`config.mk`:
```
export PLATFORM = sky130hd
export DESIGN_NAME = adex_neuron_array
export DESIGN_NICKNAME = d
export VERILOG_FILES = /design/src/rtl/adex_neuron_array.sv
export SDC_FILE = /design/constraint.sdc
export NUM_CORES = 1
export LEC_CHECK = 0
export CAP_MARGIN = 20
export CORE_MARGIN = 3
export CORE_UTILIZATION = 55
export CTS_CLUSTER_SIZE = 40
export DETAILED_ROUTE_END_ITERATION = 10
export GPL_TIMING_DRIVEN = 0
export PLACE_DENSITY = 0.82
export SLEW_MARGIN = 20
export SYNTH_ARGS = -nofsm -noshare
export SYNTH_HDL_FRONTEND = slang
export SYNTH_SLANG_ARGS = --single-unit
export TNS_END_PERCENT = 30
```
`constraint.sdc`:
```
create_clock -name clk -period 17.4 [get_ports clk]
set_input_delay 4.35 -clock clk [delete_from_list [all_inputs] [get_ports clk]]
set_output_delay 4.35 -clock clk [all_outputs]
set_load 0.05 [all_outputs]
```
`src/rtl/adex_neuron_array.sv`:
```
// adex_neuron_array: time-multiplexed AdEx neuron array sharing one fixed-point datapath and exp LUT.
// Each neuron takes two cycles per sweep: CALC latches the update, WB commits it.
module adex_neuron_array #(
    parameter int N_NEURONS   = 4,
    parameter int ID_W        = $clog2(N_NEURONS),
    parameter int W           = 16,
    parameter int LUT_ENTRIES = 32,
    parameter int V_REST      = 0,
    parameter int V_RESET     = -256,
    parameter int V_T         = 1024,
    parameter int V_PEAK      = 2048,
    parameter int LEAK_SHIFT  = 3,
    parameter int DELTA_SHIFT = 5,
    parameter int A_SHIFT     = 4,
    parameter int TAUW_SHIFT  = 3,
    parameter int B           = 64,
    parameter int REFRAC      = 2
) (
    input  logic                 clk,
    input  logic                 rst_n,
    input  logic                 step,
    input  logic                 i_wr_en,
    input  logic [ID_W-1:0]      i_wr_addr,
    input  logic [W-1:0]         i_wr_data,
    input  logic [ID_W-1:0]      probe_sel,
    output logic                 busy,
    output logic                 done,
    output logic                 spike_valid,
    output logic [ID_W-1:0]      spike_id,
    output logic [N_NEURONS-1:0] spike_vec,
    output logic [W-1:0]         probe_v,
    output logic                 overrun
);
    localparam int X  = W + 4;
    localparam int LW = $clog2(LUT_ENTRIES);
    localparam int RW = $clog2(REFRAC + 2);
    localparam logic [1:0] S_IDLE = 2'd0, S_CALC = 2'd1, S_WB = 2'd2;
    localparam logic signed [W-1:0] MAX_W    = {1'b0, {(W-1){1'b1}}};
    localparam logic signed [W-1:0] MIN_W    = {1'b1, {(W-1){1'b0}}};
    localparam logic signed [X-1:0] MAX_X    = {{(X-W+1){1'b0}}, {(W-1){1'b1}}};
    localparam logic signed [X-1:0] MIN_X    = {{(X-W+1){1'b1}}, {(W-1){1'b0}}};
    localparam logic signed [X-1:0] VT_X     = X'(V_T);
    localparam logic signed [X-1:0] VREST_X  = X'(V_REST);
    localparam logic signed [X-1:0] B_X      = X'(B);
    localparam logic signed [X-1:0] LMAX_X   = X'(LUT_ENTRIES - 1);
    localparam logic signed [W-1:0] VREST_W  = W'(V_REST);
    localparam logic signed [W-1:0] VRESET_W = W'(V_RESET);
    localparam logic signed [W-1:0] VPEAK_W  = W'(V_PEAK);

    function automatic logic signed [W-1:0] sat(input logic signed [X-1:0] a);
        return a > MAX_X ? MAX_W : a < MIN_X ? MIN_W : a[W-1:0];
    endfunction

    function automatic logic [W-1:0] lut_val(input int k);
        longint m;
        if ((k >> 2) > W) return MAX_W;
        m = (longint'(4 + (k & 3)) << (k >> 2)) >> 2;
        return m > longint'(MAX_W) ? MAX_W : W'(m);
    endfunction

    logic [W-1:0] lut [LUT_ENTRIES];
    for (genvar k = 0; k < LUT_ENTRIES; k++) begin : g_lut
        assign lut[k] = lut_val(k);
    end

    logic signed [W-1:0]  v_q [N_NEURONS];
    logic signed [W-1:0]  w_q [N_NEURONS];
    logic signed [W-1:0]  i_q [N_NEURONS];
    logic [RW-1:0]        rf_q [N_NEURONS];
    logic [1:0]           state_q, state_d;
    logic [ID_W-1:0]      idx_q;
    logic signed [W-1:0]  vn_q, vn_d, wn_q, wn_d;
    logic [RW-1:0]        rfn_q, rfn_d;
    logic                 fire_q, fire_d;
    logic [N_NEURONS-1:0] flags_q, spike_vec_q;
    logic [W-1:0]         probe_q;
    logic                 overrun_q;
    logic                 last;

    logic signed [X-1:0] v_x, w_x, i_x, d_x, expt_x, vs_x, ws_x;
    logic signed [W-1:0] vsat, wsat;
    logic [LW-1:0]       li;
    logic [RW-1:0]       rf_cur;
    logic                refr;

    assign last = 32'(idx_q) == N_NEURONS - 1;

    always_comb state_d = state_q == S_IDLE ? (step ? S_CALC : S_IDLE)
                        : state_q == S_CALC ? S_WB : (last ? S_IDLE : S_CALC);

    // Datapath works at W+4 bits so the five-term sum cannot wrap before saturation.
    always_comb begin
        v_x    = X'(v_q[idx_q]);
        w_x    = X'(w_q[idx_q]);
        i_x    = X'(i_q[idx_q]);
        rf_cur = rf_q[idx_q];
        d_x    = (v_x - VT_X) >>> DELTA_SHIFT;
        li     = d_x > LMAX_X ? LW'(LUT_ENTRIES - 1) : d_x[LW-1:0];
        expt_x = v_x < VT_X ? '0 : {{(X-W){1'b0}}, lut[li]};
        vs_x   = v_x + ((VREST_X - v_x) >>> LEAK_SHIFT) + expt_x + i_x - w_x;
        ws_x   = w_x + ((v_x - VREST_X) >>> A_SHIFT) - (w_x >>> TAUW_SHIFT);
        vsat   = sat(vs_x);
        wsat   = sat(ws_x);
        refr   = rf_cur != '0;
        fire_d = !refr && vsat >= VPEAK_W;
        vn_d   = (refr || fire_d) ? VRESET_W : vsat;
        wn_d   = fire_d ? sat(X'(wsat) + B_X) : wsat;
        rfn_d  = refr ? rf_cur - 1'b1 : fire_d ? RW'(REFRAC) : '0;
    end

    always_ff @(posedge clk or negedge rst_n) begin
        if (!rst_n) begin
            state_q     <= S_IDLE;
            idx_q       <= '0;
            vn_q        <= '0;
            wn_q        <= '0;
            rfn_q       <= '0;
            fire_q      <= 1'b0;
            flags_q     <= '0;
            spike_vec_q <= '0;
            probe_q     <= VREST_W;
            overrun_q   <= 1'b0;
            for (int n = 0; n < N_NEURONS; n++) begin
                v_q[n]  <= VREST_W;
                w_q[n]  <= '0;
                i_q[n]  <= '0;
                rf_q[n] <= '0;
            end
        end else begin
            state_q <= state_d;
            probe_q <= v_q[probe_sel];
            if (step && state_q != S_IDLE) overrun_q <= 1'b1;
            if (i_wr_en && 32'(i_wr_addr) < N_NEURONS) i_q[i_wr_addr] <= i_wr_data;
            if (state_q == S_IDLE && step) flags_q <= '0;
            if (state_q == S_CALC) begin
                vn_q   <= vn_d;
                wn_q   <= wn_d;
                rfn_q  <= rfn_d;
                fire_q <= fire_d;
            end
            if (state_q == S_WB) begin
                v_q[idx_q]     <= vn_q;
                w_q[idx_q]     <= wn_q;
                rf_q[idx_q]    <= rfn_q;
                flags_q[idx_q] <= fire_q;
                idx_q          <= last ? '0 : idx_q + 1'b1;
                if (last) spike_vec_q <= flags_q | (N_NEURONS'(fire_q) << idx_q);
            end
        end
    end

    assign busy        = state_q != S_IDLE;
    assign done        = state_q == S_WB && last;
    assign spike_valid = state_q == S_WB && fire_q;
    assign spike_id    = idx_q;
    assign spike_vec   = spike_vec_q;
    assign probe_v     = probe_q;
    assign overrun     = overrun_q;
endmodule
```
Word-level counts from Yosys, hierarchy flattened
Memory sizes are Yosys's and may differ from the RTL's.
Index checks and enable logic that the tools add are counted.
{"block": "classes", "n_reduce_logical": 14, "n_lt_le_gt_ge": 17, "eq_ne": 3, "mux": 49, "n_addsub": 11, "bitwise": 5, "n_shift": 1}
{"operator": "16-bit two-way mux", "n": 21}
{"operator": "64-bit bitwise mux", "n": 3}
{"operator": "16-bit binary-select mux with 2-bit select", "n": 4}
{"operator": "16-bit demux with 2-bit select", "n": 2}
{"operator": "20-bit by 16-bit > comparator with 1-bit output, second input constant", "n": 1}
{"operator": "20-bit by 16-bit < comparator with 1-bit output, second input constant", "n": 1}
{"operator": "19-bit by 16-bit subtractor with 20-bit output", "n": 1}
{"operator": "18-bit by 16-bit adder with 19-bit output", "n": 1}
{"operator": "17-bit by 17-bit adder with 18-bit output", "n": 1}
{"operator": "18-bit by 16-bit > comparator with 1-bit output, second input constant", "n": 1}
{"operator": "18-bit by 16-bit < comparator with 1-bit output, second input constant", "n": 1}
{"operator": "17-bit by 13-bit subtractor with 18-bit output", "n": 1}
{"operator": "16-bit by 12-bit adder with 17-bit output", "n": 1}
{"operator": "16-bit by 14-bit adder with 17-bit output", "n": 1}
{"operator": "16-bit by 8-bit adder with 17-bit output, second input constant", "n": 1}
{"operator": "17-bit by 16-bit > comparator with 1-bit output, second input constant", "n": 1}
{"operator": "17-bit by 16-bit < comparator with 1-bit output, second input constant", "n": 1}
{"operator": "1-bit by 16-bit subtractor with 17-bit output, first input constant", "n": 1}
{"operator": "16-bit by 12-bit subtractor with 17-bit output, second input constant", "n": 1}
{"operator": "16-bit by 13-bit greater-or-equal comparator with 1-bit output, second input constant", "n": 1}
{"operator": "16-bit by 12-bit < comparator with 1-bit output, second input constant", "n": 1}
{"operator": "2-bit two-way mux", "n": 8}
{"operator": "12-bit by 6-bit > comparator with 1-bit output, second input constant", "n": 1}
{"operator": "3-bit greater-or-equal comparator, second input constant", "n": 3}
{"operator": "26 further kinds", "n": 41}
{"block": "word_totals", "wordCells": 127, "regBits": 264, "mem_bits_ro": 512, "n_memories": 1, "in_bits": 24, "out_inout_bits": 26}
{"name": "(name not given)", "words": 32, "word_bits": 16, "read_ports": 1, "rd_clocked_by_memory_dff": 0, "wr": 0, "line": "99", "rtl": "expt_x = v_x < VT_X ? '0 : {{(X-W){1'b0}}, lut[li]};"}

Logic depth before layout (Yosys ltp)
{"block": "logic_depth", "ltp_word": 22, "mapped_depth": 30, "ltp_nobuf": 26}

Least setup slack after synthesis
No wires, ideal clock.
{"block": "synth_timing", "path_kind": "register -> register", "startpoint": "register idx_q[0] (netlist: spike_id[0])", "endpoint": "register wn_q[1]", "t_arrival_ns": 7.703, "setup_ns": 0.126, "slack_ns": 9.571, "n_path_buf": 3, "period_less_slack_ns": 7.829, "stages_incl_launch_ff": 30, "path_cell_list": "dfrtp_1 -> buf_2 -> buf_2 -> clkbuf_1 -> mux4_2 -> inv_1 -> ha_1 -> nand2_1 -> nand2_1 -> nand2_1 -> o21ai_0 -> a21oi_1 -> inv_1 -> a211oi_1 -> o21ai_0 -> fa_1 -> fa_1 -> inv_1 -> ha_1 -> o21ai_0 -> o21a_1 -> or4b_4 -> o2111ai_2 -> o21ai_2 -> or3b_1 -> a21oi_2 -> a311oi_2 -> and2_1 -> o21a_4 -> a221o_1"}
{"block": "synth_between", "elab_chain_cells": 21, "word_cells_on_any_way": 47, "classes_between": "9 x add/sub; 9 x order compare; 23 x mux; 2 x bitwise; 3 x reduce/logical; 1 x memory"}
{"item": "from (decl)", "line": "71", "rtl": "logic [ID_W-1:0] idx_q;"}
{"item": "from (signal assigned)", "line": "146", "rtl": "idx_q <= last ? '0 : idx_q + 1'b1;"}
{"item": "2-bit inverter with 3-bit output (implied by the code) (*)"}
{"item": "16-bit binary-select mux with 2-bit select", "line": "93", "rtl": "v_x = X'(v_q[idx_q]);"}
{"item": "16-bit two-way mux (implied by the code) (2 in a row)", "line": "93"}
{"item": "16-bit by 12-bit subtractor with 17-bit output", "line": "97", "rtl": "d_x = (v_x - VT_X) >>> DELTA_SHIFT;"}
{"item": "12-bit by 6-bit > comparator with 1-bit output", "line": "98", "rtl": "li = d_x > LMAX_X ? LW'(LUT_ENTRIES - 1) : d_x[LW-1:0];"}
{"item": "5-bit two-way mux", "line": "98"}
{"item": "5-bit inverter with 6-bit output (implied by the code)", "line": "99"}
{"item": "memory 32 x 16 bit"}
{"item": "(+3 left out)"}
{"item": "17-bit by 17-bit adder with 18-bit output", "line": "100", "rtl": "vs_x = v_x + ((VREST_X - v_x) >>> LEAK_SHIFT) + expt_x + i_x - w_x;"}
{"item": "18-bit by 16-bit adder with 19-bit output", "line": "100"}
{"item": "19-bit by 16-bit subtractor with 20-bit output", "line": "100"}
{"item": "20-bit by 16-bit < comparator with 1-bit output", "line": "51", "rtl": "return a > MAX_X ? MAX_W : a < MIN_X ? MIN_W : a[W-1:0];"}
{"item": "16-bit two-way mux (2 in a row)", "line": "51"}
{"item": "16-bit by 13-bit greater-or-equal comparator with 1-bit output", "line": "105", "rtl": "fire_d = !refr && vsat >= VPEAK_W;"}
{"item": "1-bit logical AND", "line": "105"}
{"item": "16-bit two-way mux (*)", "line": "107", "rtl": "wn_d = fire_d ? sat(X'(wsat) + B_X) : wsat;"}
{"item": "to (signal assigned)", "line": "137", "rtl": "wn_q <= wn_d;"}
{"item": "to (decl)", "line": "72", "rtl": "logic signed [W-1:0] vn_q, vn_d, wn_q, wn_d;"}
Every way passes the cells marked *; elsewhere a longest branch is shown, timed or not. The select of a mux whose other input is x is not followed.
A chain may end at the register's enable or synchronous reset.

Worst setup path after layout
{"block": "layout_timing", "startpoint": "register idx_q[1] (netlist: spike_id[1])", "endpoint": "register wn_q[5]"}
The elaborated chain is that of the path after synthesis.

==> impl_metrics.env <==
export IMPL_root_buffer="clkbuf_16"
export IMPL_yosysTopAreaCell="dfrtp_1"
export IMPL_fin_nets=1529
export IMPL_post_cts_setup_buffers=0
export IMPL_grt_busiest_layer="met2"
export IMPL_core_area_mm2=0.0282
export IMPL_yosysWarningCount=0
export IMPL_timing_hold_ws_ns=0.461
export IMPL_rsz0062_at_grt="no"
export IMPL_clock_fmax_mhz=103
export IMPL_synth_edf_count=0
export IMPL_grt_antenna_before_repair=0
export IMPL_cts_resized=0
export IMPL_tightest_slew_ns=0.962
export IMPL_cap_violations=0
export IMPL_drv_slew=0
export IMPL_place_hpwl_um=29000
export IMPL_fin_area_mm2=0.0179
export IMPL_netlist_area_leader_share=0.415
export IMPL_final_common_cell="dfrtp_1"
export IMPL_area_growth_pct=12.3
export IMPL_dieWidth_um=176
export IMPL_io_buffers=47
export IMPL_drive_gt1_frac=0.254
export IMPL_die_h_um=176
export IMPL_gr_usage_met3=0.0428
export IMPL_synthAdderAreaFrac=0.112
export IMPL_grt_pass1_wl_um=63200
export IMPL_end_kind="flop"
export IMPL_yosys_top_cells_area="dfrtp_1 42%, mux2_2 14%, mux4_2 9.3%"
export IMPL_start_kind="flop"
export IMPL_pin_count=50
export IMPL_final_cell_mix="264 x dfrtp_1, 201 x mux2_2, 131 x inv_1"
export IMPL_synth_cells=1316
export IMPL_wl_um=39500
export IMPL_cpPeakStageDelay_ns=0.82
export IMPL_wl_per_cell_um=22.0
export IMPL_syn_area_mm2=0.0159
export IMPL_dpl_cell_area_mm2=0.0169
export IMPL_synth_ff_type="dfrtp_1"
export IMPL_detail_route_antenna_nets=0
export IMPL_drcViolationCount=0
export IMPL_status="completed"
export IMPL_gp_congestion=0.911
export IMPL_cts_buffers=28
export IMPL_hold_buffers=0
export IMPL_cts_sinks=264
export IMPL_clk_pin_slew_ns=0.06
export IMPL_skew_ns=0.0263
export IMPL_num_antenna_cells=0
export IMPL_synth_simple_gate_area_frac=0.0639
export IMPL_hold_path_class="reg2reg"
export IMPL_critical_path_max_fanout=10
export IMPL_hold_depth=1
export IMPL_drt_iter0_markers=1053
export IMPL_clockBufferDepth=3
export IMPL_rows=61
export IMPL_htree_levels=1
export IMPL_clkLatencyLatePin_ns=0.56
export IMPL_yosysUniqueCellTypes=81
export IMPL_initial_utilization=0.565
export IMPL_synthMuxAreaShare=0.238
export IMPL_dp_cells=1743
export IMPL_min_period_ns=9.68
export IMPL_crit_slowest_cell="a311oi_2"
export IMPL_syn_nets=1450
export IMPL_timing_final_crit_share=0.557
export IMPL_cp_arrival_ns=10.10
export IMPL_gr_usage_all_layers=0.259
export IMPL_grt_max_degree=104
export IMPL_vias=11200
export IMPL_grt_pass1_vias=11400
export IMPL_finalHoldViolCount=0
export IMPL_worstRegToRegCells=28
export IMPL_fin_tns_setup_ns=0
export IMPL_met2_usage=0.425
export IMPL_synth_top_family_by_area="multiplexers"
export IMPL_firstDrtPassIters=5
export IMPL_synth_xor_area_frac=0.0257
export IMPL_viasPerCell=6.24
export IMPL_required_ns=17.82
export IMPL_die_area_mm2=0.0310
export IMPL_cts_tree="done"
export IMPL_path_class="reg2reg"
export IMPL_setup_violations=0
export IMPL_grt_use_met1=0.360
export IMPL_fin_cells=1793
export IMPL_ys_seq_area_frac=0.415
export IMPL_grt_remaining_overflow=0
export IMPL_syn_avg_cell_area_um2=12.1
export IMPL_async_flop_share=1.00
export IMPL_slew_headroom=0.358
export IMPL_synth_compound_area_share=0.101
export IMPL_synth_seq_cells=264
-- path summary, 6_finish.rpt --
path,slack [ns],end,start
min in group asynchronous,3.72,flags_q[3]$_DFF_PN0_,rst_n
worst max-delay path,7.72,wn_q[5]$_DFFE_PN0P_,spike_id[1]$_DFFE_PN0P_
worst min-delay path,0.46,overrun$_DFFE_PN0P_,overrun$_DFFE_PN0P_
worst min register to register,0.46,overrun$_DFFE_PN0P_,overrun$_DFFE_PN0P_
max in group asynchronous,12.79,wn_q[2]$_DFFE_PN0P_,rst_n
worst max register to register,7.72,wn_q[5]$_DFFE_PN0P_,spike_id[1]$_DFFE_PN0P_
-- area by class of cell --
| type | count | area (µm²) |
|---|---|---|
| Clock inverter | 9 | 126 |
| Sequential cell | 264 | 6610 |
| Clock buffer | 41 | 810 |
| Inverter | 132 | 495 |
| Fill cell | 2033 | 10300 |
| Timing Repair Buffer | 49 | 531 |
| Tap cell | 378 | 473 |
| Multi-Input combinational cell | 872 | 8620 |
| Buffer | 48 | 195 |
-- cell usage after synthesis, drive strengths merged (11+ instances only) --
cell type / instances
nor3: 14
ha: 55
nor2: 49
nand3: 12
a21o: 11
inv: 131
nand2: 79
xor2: 13
xnor2: 32
fa: 55
o211ai: 11
buf: 17
mux2: 201
dfrtp: 264
clkbuf: 31
a31oi: 12
o21ai: 75
mux4: 66
a21oi: 57
-- kinds of logic (layout without fill, tap and decap cells) --
family          count (synthesis)  after routing
fa+ha+maj                     110            110
simple gates                  210            210
flops                         264            264
compound gates                236            236
mux                           271            271
xor+xnor                       45             45
buf+inv                       180            279
-- metrics by stage --
step	setup slack (ns)	util
6_report	7.72	0.634
4_1_cts	7.76	0.634
5_1_grt	7.31	0.634
3_5_place_dp	7.94	0.601
3_3_place_gp	1.24	0.598
2_1_floorplan	9.57	-
-- per-layer routing --
layer	vias to the layer above	share of wire	routed length, µm
met5	-	0	0
met4	0	0.028	1090
met3	89	0.069	2710
met2	462	0.49	19200
met1	5751	0.42	16500
li1	4883	-	-
-- flip-flops by register name, summed over array words and instances (netlist names), 4 cells and up --
signal and flops:
flags_q 4, i_q 64, probe_v 16, rf_q 8
spike_vec 4, v_q 64, vn_q 16, w_q 64
wn_q 16
-- worst max-delay path: cells and delay by family, from the launching register on --
family / cells / cell delay [ns]
compound gates: 13 / 4.01
fa+ha+maj: 4 / 1.66
buf+inv: 6 / 2.18
flops: 1 / 0.41
mux: 1 / 0.49
simple gates: 4 / 0.78
Power is left out: the tool's default activity adds up to more than one toggle a clock period on the data nets, which glitch-free logic cannot reach.
==> patch 1: new RTL, same settings <==
`B`: 64 -> 48.
--- a/src/rtl/adex_neuron_array.sv
+++ b/src/rtl/adex_neuron_array.sv
@@ -13,7 +13,7 @@
     parameter int DELTA_SHIFT = 5,
     parameter int A_SHIFT     = 4,
     parameter int TAUW_SHIFT  = 3,
-    parameter int B           = 64,
+    parameter int B           = 48,
     parameter int REFRAC      = 2
 ) (
     input  logic                 clk,
Behaviour: no difference found for any inputs over 4 cycles, from zero or initial values and one cycle with rst_n low; that may be too few to reach the edited logic, so the function may still have changed.
==> patch 1 against the original RTL <==
- synthesized area is 2.6% higher
- via count grew 1.2%
- worst hold slack improved by 0.0030 ns
- sequential cell count stayed put
- setup slack gained 0.29 ns
- design area up 2.3%
- routed wire length barely moved
- global-route usage is 0.42 points lower
- synthesized cell count is 5.0% higher
- maximum frequency is 3.0% higher
- critical path type unchanged
- largest cell class unchanged
- highest routed layer unchanged
Power is not shown: default switching activity piles up to over one toggle a cycle in this logic, so the estimate is an artifact.
==> patch 1: results (changes against the original RTL) <==
| Metric | Value |
|---|---|
| Slowest stage cell, crit path | `buf_1` |
| Placed inst area | `0.0174 mm2 (+2.6%)` |
| Layout cells sized above 1 | `25.0% (-0.39 points)` |
| Synth top area cells | `dfrtp_1 (40%), mux2_2 (14%), mux4_2 (9.1%)` |
| Largest net degree at the start of global routing | `101 (-2.9%)` |
| Worst R2R Path Depth | `29 (+3.6%)` |
| Hold Path Depth | `1 (unchanged)` |
| R2r setup slk | `8.00 ns (+0.29 ns)` |
| Gr usage total | `25.5% (-0.42 points)` |
| Final #Nets | `1596 (+4.4%)` |
| Drt wl/cell | `21.2 um (-3.8%)` |
| Post-Place Cells | `1816 (+4.2%)` |
| Syn nets | `1516 (+4.6%)` |
| Synth Area in XOR/XNOR | `2.45% (-0.12 points)` |
| Synth cell types | `87 (+7.4%)` |
| Critical Path Max Stage Delay | `0.77 ns (-0.05 ns)` |
| Number of global-route vias before repair | `11.6k (+1.8%)` |
| Fin cells | `1865 (+4.0%)` |
| Status | `complete, no violations` |
| Detailed Route Iter0 Violations | `774 (-26%)` |
| Average via count per standard cell | `6.07 (-2.7%)` |
| Worst path arrival time | `9.85 ns (-0.25 ns)` |
| RR Endpoint | `wn_q[7]$_DFFE_PN0P_` |
| Async set-reset flop share out of synthesis | `100% (unchanged)` |
| Largest regs | `i_q (64), v_q (64), w_q (64)` |
| Layout overhead on the synthesized area | `12.0%` |
| Residual DRC count | `0 (unchanged)` |
| Post-synth top cells | `dfrtp_1 (264), mux2_2 (200), inv_1 (133)` |
| Antenna violations before repair | `0 (unchanged)` |
| Worst hold path class | `flip-flop to flip-flop` |
| Adder-cell area share of the yosys netlist | `11.0% (-0.28 points)` |
| Placer Congestion | `0.930 (+2.1%)` |
| Clk slew on worst S/H paths | `0.06 ns (about the same)` |
| Clock latency on the worst-skew pair | `0.56 ns (about the same)` |
| Final hold slack | `0.464 ns (+0.00299 ns)` |
| Layout fillers | `2155 (+6.0%)` |
| Post-synthesis compound-gate area fraction | `10.6% (+0.51 points)` |
| Fraction of the yosys area taken by sequential cells | `40.5% (-1.0 points)` |
| Multiplexer share of the synthesized area | `23.2% (-0.60 points)` |
| DP Worst Slack | `8.12 ns (+0.179 ns)` |
| Min-delay src | `overrun$_DFFE_PN0P_` |
| Global-route wire length before repair | `63.2 mm (-0.13%)` |
| Setup Skew | `0.00807 ns (-0.0182 ns)` |
| Hpwl dp | `29.7 mm (+2.3%)` |
| Syn_area_per_cell | `11.8 um2 (-2.3%)` |
| Slew @ Worst Pin | `1.05 ns (+0.0907 ns)` |
| CP top delay family | `compound AO/OA/AOI/OAI gates` |
| Crit Path Max Fanout | `10 (unchanged)` |
| CTS Buf Count | `28 (unchanged)` |
patch 1: cell count changes after synthesis, moves of 6 or more:
cell      before  now
o31ai_1        0   11
nand2_1       79   99
a31oi_1       12   18
nor2_1        49   59
o21bai_1       3   12
a221o_1        8    0
buf_6          0    7
patch 1: per-layer routing:
layer / GRT usage (%) / vias up / wire [um]
met5: 0 / - / 0
met4: 6.59 / 0 / 1040
li1: - / 5124 / -
met3: 4.09 / 76 / 2520
met1: 35.2 / 5729 / 16900
met2: 42.5 / 393 / 19100
patch 1: layout make-up:
| cell class | instances | area share [%] |
|---|---|---|
| Buffer | 55 | 1.60 |
| Inverter | 134 | 2.75 |
| Clock buffer | 37 | 4.18 |
| Clock inverter | 12 | 0.767 |
| Sequential cell | 264 | 36.2 |
| Tap cell | 384 | 2.63 |
| Multi-Input combinational cell | 929 | 48.8 |
| Timing Repair Buffer | 50 | 3.05 |
patch 1: worst max path at each step:
| stage | depth (start not counted) | slack (ns) | end | from |
|---|---|---|---|---|
| 2_1_floorplan | 22 | 9.67 | wn_q[7]$_DFFE_PN0P_ | spike_id[0]$_DFFE_PN0P_ |
| 3_3_place_gp | 1 | 1.24 | i_q[61]$_DFFE_PN0P_ | rst_n |
| 5_1_grt | 22 | 7.41 | wn_q[7]$_DFFE_PN0P_ | spike_id[0]$_DFFE_PN0P_ |
| 4_1_cts | 22 | 8.01 | wn_q[7]$_DFFE_PN0P_ | spike_id[0]$_DFFE_PN0P_ |
| 3_5_place_dp | 22 | 8.12 | wn_q[7]$_DFFE_PN0P_ | spike_id[0]$_DFFE_PN0P_ |
| 6_report | 29 | 8.00 | wn_q[7]$_DFFE_PN0P_ | spike_id[1]$_DFFE_PN0P_ |
==> patch 2: new RTL, config.mk and constraints unchanged <==
Without the edit above. Add an input register stage for `step`, `i_wr_en`, `i_wr_addr`, `i_wr_data` and `probe_sel`, without a reset; this delays them by one clock.
--- a/src/rtl/adex_neuron_array.sv
+++ b/src/rtl/adex_neuron_array.sv
@@ -47,6 +47,20 @@
     localparam logic signed [W-1:0] VRESET_W = W'(V_RESET);
     localparam logic signed [W-1:0] VPEAK_W  = W'(V_PEAK);
 
+    logic step_q;
+    logic i_wr_en_q;
+    logic [ID_W-1:0] i_wr_addr_q;
+    logic [W-1:0] i_wr_data_q;
+    logic [ID_W-1:0] probe_sel_q;
+
+    always_ff @(posedge clk) begin
+        step_q      <= step;
+        i_wr_en_q   <= i_wr_en;
+        i_wr_addr_q <= i_wr_addr;
+        i_wr_data_q <= i_wr_data;
+        probe_sel_q <= probe_sel;
+    end
+
     function automatic logic signed [W-1:0] sat(input logic signed [X-1:0] a);
         return a > MAX_X ? MAX_W : a < MIN_X ? MIN_W : a[W-1:0];
     endfunction
@@ -85,7 +99,7 @@
 
     assign last = 32'(idx_q) == N_NEURONS - 1;
 
-    always_comb state_d = state_q == S_IDLE ? (step ? S_CALC : S_IDLE)
+    always_comb state_d = state_q == S_IDLE ? (step_q ? S_CALC : S_IDLE)
                         : state_q == S_CALC ? S_WB : (last ? S_IDLE : S_CALC);
 
     // Datapath works at W+4 bits so the five-term sum cannot wrap before saturation.
@@ -128,10 +142,10 @@
             end
         end else begin
             state_q <= state_d;
-            probe_q <= v_q[probe_sel];
-            if (step && state_q != S_IDLE) overrun_q <= 1'b1;
-            if (i_wr_en && 32'(i_wr_addr) < N_NEURONS) i_q[i_wr_addr] <= i_wr_data;
-            if (state_q == S_IDLE && step) flags_q <= '0;
+            probe_q <= v_q[probe_sel_q];
+            if (step_q && state_q != S_IDLE) overrun_q <= 1'b1;
+            if (i_wr_en_q && 32'(i_wr_addr_q) < N_NEURONS) i_q[i_wr_addr_q] <= i_wr_data_q;
+            if (state_q == S_IDLE && step_q) flags_q <= '0;
             if (state_q == S_CALC) begin
                 vn_q   <= vn_d;
                 wn_q   <= wn_d;
Behaviour: not the same (Yosys sat finds a counterexample within 4 cycles, from zero or initial values and one cycle with rst_n low).
==> patch 2 against the original RTL <==
- via count is 4.0% higher
- design area grew 5.0%
- count of clock-buffer cells in the layout decreased by 2
- sequential cell count up 22
- routed wire length grew 3.7%
- die area up 4.9%
- highest routed layer unchanged
- setup slack improved by 0.19 ns
- synthesized area is 5.0% higher
- synthesized cell count grew 5.4%
- critical path type unchanged
Power is left out: the tool's default activity adds up to more than one toggle a clock period on the data nets, which glitch-free logic cannot reach.
==> patch 2: results (changes against the original RTL) <==
| Metric | Value |
|---|---|
| Antenna cells | `0 (unchanged)` |
| Yosys warnings | `0 (unchanged)` |
| Slowest stage cell, crit path | `clkbuf_1` |
| Drt first pass iters | `5 (unchanged)` |
| Layout cells sized above 1 | `25.7% (+0.33 points)` |
| Critical path origin | `spike_id[1]$_DFFE_PN0P_` |
| Clock latency on the worst-skew pair | `0.58 ns (+0.02 ns)` |
| Gr usage total | `25.1% (-0.84 points)` |
| Final #Nets | `1602 (+4.8%)` |
| Worst slew margin | `26.9% (-8.9 points)` |
| Clock buffer depth | `3 (unchanged)` |
| Post-CTS resize count | `0 (unchanged)` |
| Synth top area cells | `dfrtp_1 (40%), mux2_2 (13%), mux4_2 (8.9%)` |
| Drt wl/cell | `21.8 um (-1.1%)` |
| Residual DRC count | `0 (unchanged)` |
| CTS Buf Count | `28 (unchanged)` |
| Critical Path Max Stage Delay | `0.77 ns (-0.05 ns)` |
| Number of global-route vias before repair | `12.1k (+6.3%)` |
| Largest net degree at the start of global routing | `106 (+1.9%)` |
| Antenna violations before repair | `0 (unchanged)` |
| Global-route wire length before repair | `65.6 mm (+3.7%)` |
| Fraction of the yosys area taken by sequential cells | `42.2% (+0.64 points)` |
| Status | `complete, no violations` |
| Syn nets | `1521 (+4.9%)` |
| Post-CTS setup repair buffer count | `0 (unchanged)` |
| Average via count per standard cell | `6.19 (-0.77%)` |
| Synth cell types | `94 (+16%)` |
| Placer Congestion | `0.962 (+5.6%)` |
| CTS root buffer | `clkbuf_16` |
| PortBufs | `49 (+4.3%)` |
| Hpwl dp | `30.0 mm (+3.4%)` |
| CP top delay family | `compound AO/OA/AOI/OAI gates` |
| H-Tree Depth | `1 (unchanged)` |
| Hold_buf cts | `0 (unchanged)` |
| Min-delay src | `overrun$_DFFE_PN0P_` |
| Clk slew on worst S/H paths | `0.06 ns (about the same)` |
| Post-synth top cells | `dfrtp_1 (264), mux2_2 (200), inv_1 (127)` |
| CP Data Required Time | `17.80 ns (-0.02 ns)` |
| Async set-reset flop share out of synthesis | `92.3% (-7.7 points)` |
| Largest regs | `i_q (64), v_q (64), w_q (64)` |
| Detailed Route Iter0 Violations | `1262 (+20%)` |
| Setup Skew | `0.0410 ns (+0.0147 ns)` |
-- patch 2: changes by cell type in the layout (fill, tap and decap cells not counted), sizes merged, moves of 6 or more --
cell,change
dfxtp,+22
nand2,+19
o31ai,+10
xor2,-10
a21o,+8
a221o,-8
buf,+8
nand2b,+8
nand4,+6
o211ai,+6
-- patch 2: kinds of logic after synthesis --
family / after synthesis / share of synthesized area [%]
xor gates and xnor gates: 35 / 1.83
buffers and inverters: 186 / 4.52
DFF: 286 / 42.2
and+or+nand+nor: 242 / 7.09
AOI/OAI and AO/OA: 255 / 10.9
muxes: 273 / 22.8
adders and majority gates: 110 / 10.7
-- patch 2: per-stage QoR --
step                setup slack [ns]  std cells  utilization, %  instance area (um2)  hold WS [ns]
global route                    7.44       1880            62.9                18800         0.487
finish                          7.91       1880            62.9                18800         0.471
detailed placement              8.27       1828            59.6                17800         0.461
CTS                             8.10       1880            62.9                18700         0.477
global placement                1.30       1826            59.4                17700         0.443
floorplan                       9.96       1387               -                16700         0.451
-- patch 2: final timing paths --
check	to	slack, ns	cells after the start
setup / recovery	wn_q[5]$_DFFE_PN0P_	7.91	28
hold / removal	overrun$_DFFE_PN0P_	0.47	1
setup reg to reg	wn_q[5]$_DFFE_PN0P_	7.91	28
hold reg to reg	overrun$_DFFE_PN0P_	0.47	1
max in group asynchronous	wn_q[7]$_DFFE_PN0P_	12.77	2
min in group asynchronous	flags_q[3]$_DFF_PN0_	3.71	1
-- patch 2: cell type report --
class / count / area (um2)
plain buffers: 59 / 278
clock buffers: 39 / 812
clock inverters: 13 / 174
fillers: 2189 / 11000
inverters: 127 / 477
multi-input cells: 915 / 8930
flip-flops and latches: 286 / 7050
well taps: 390 / 488
repair buffers: 51 / 551
-- patch 2: metal layers --
| layer | track usage [%] | routed length, um | vias to the layer above |
|---|---|---|---|
| met5 | 0 | 0 | - |
| met4 | 8.35 | 1490 | 0 |
| met3 | 5.41 | 2990 | 94 |
| met2 | 40.9 | 19700 | 388 |
| met1 | 33.9 | 16700 | 6008 |
| li1 | - | - | 5147 |
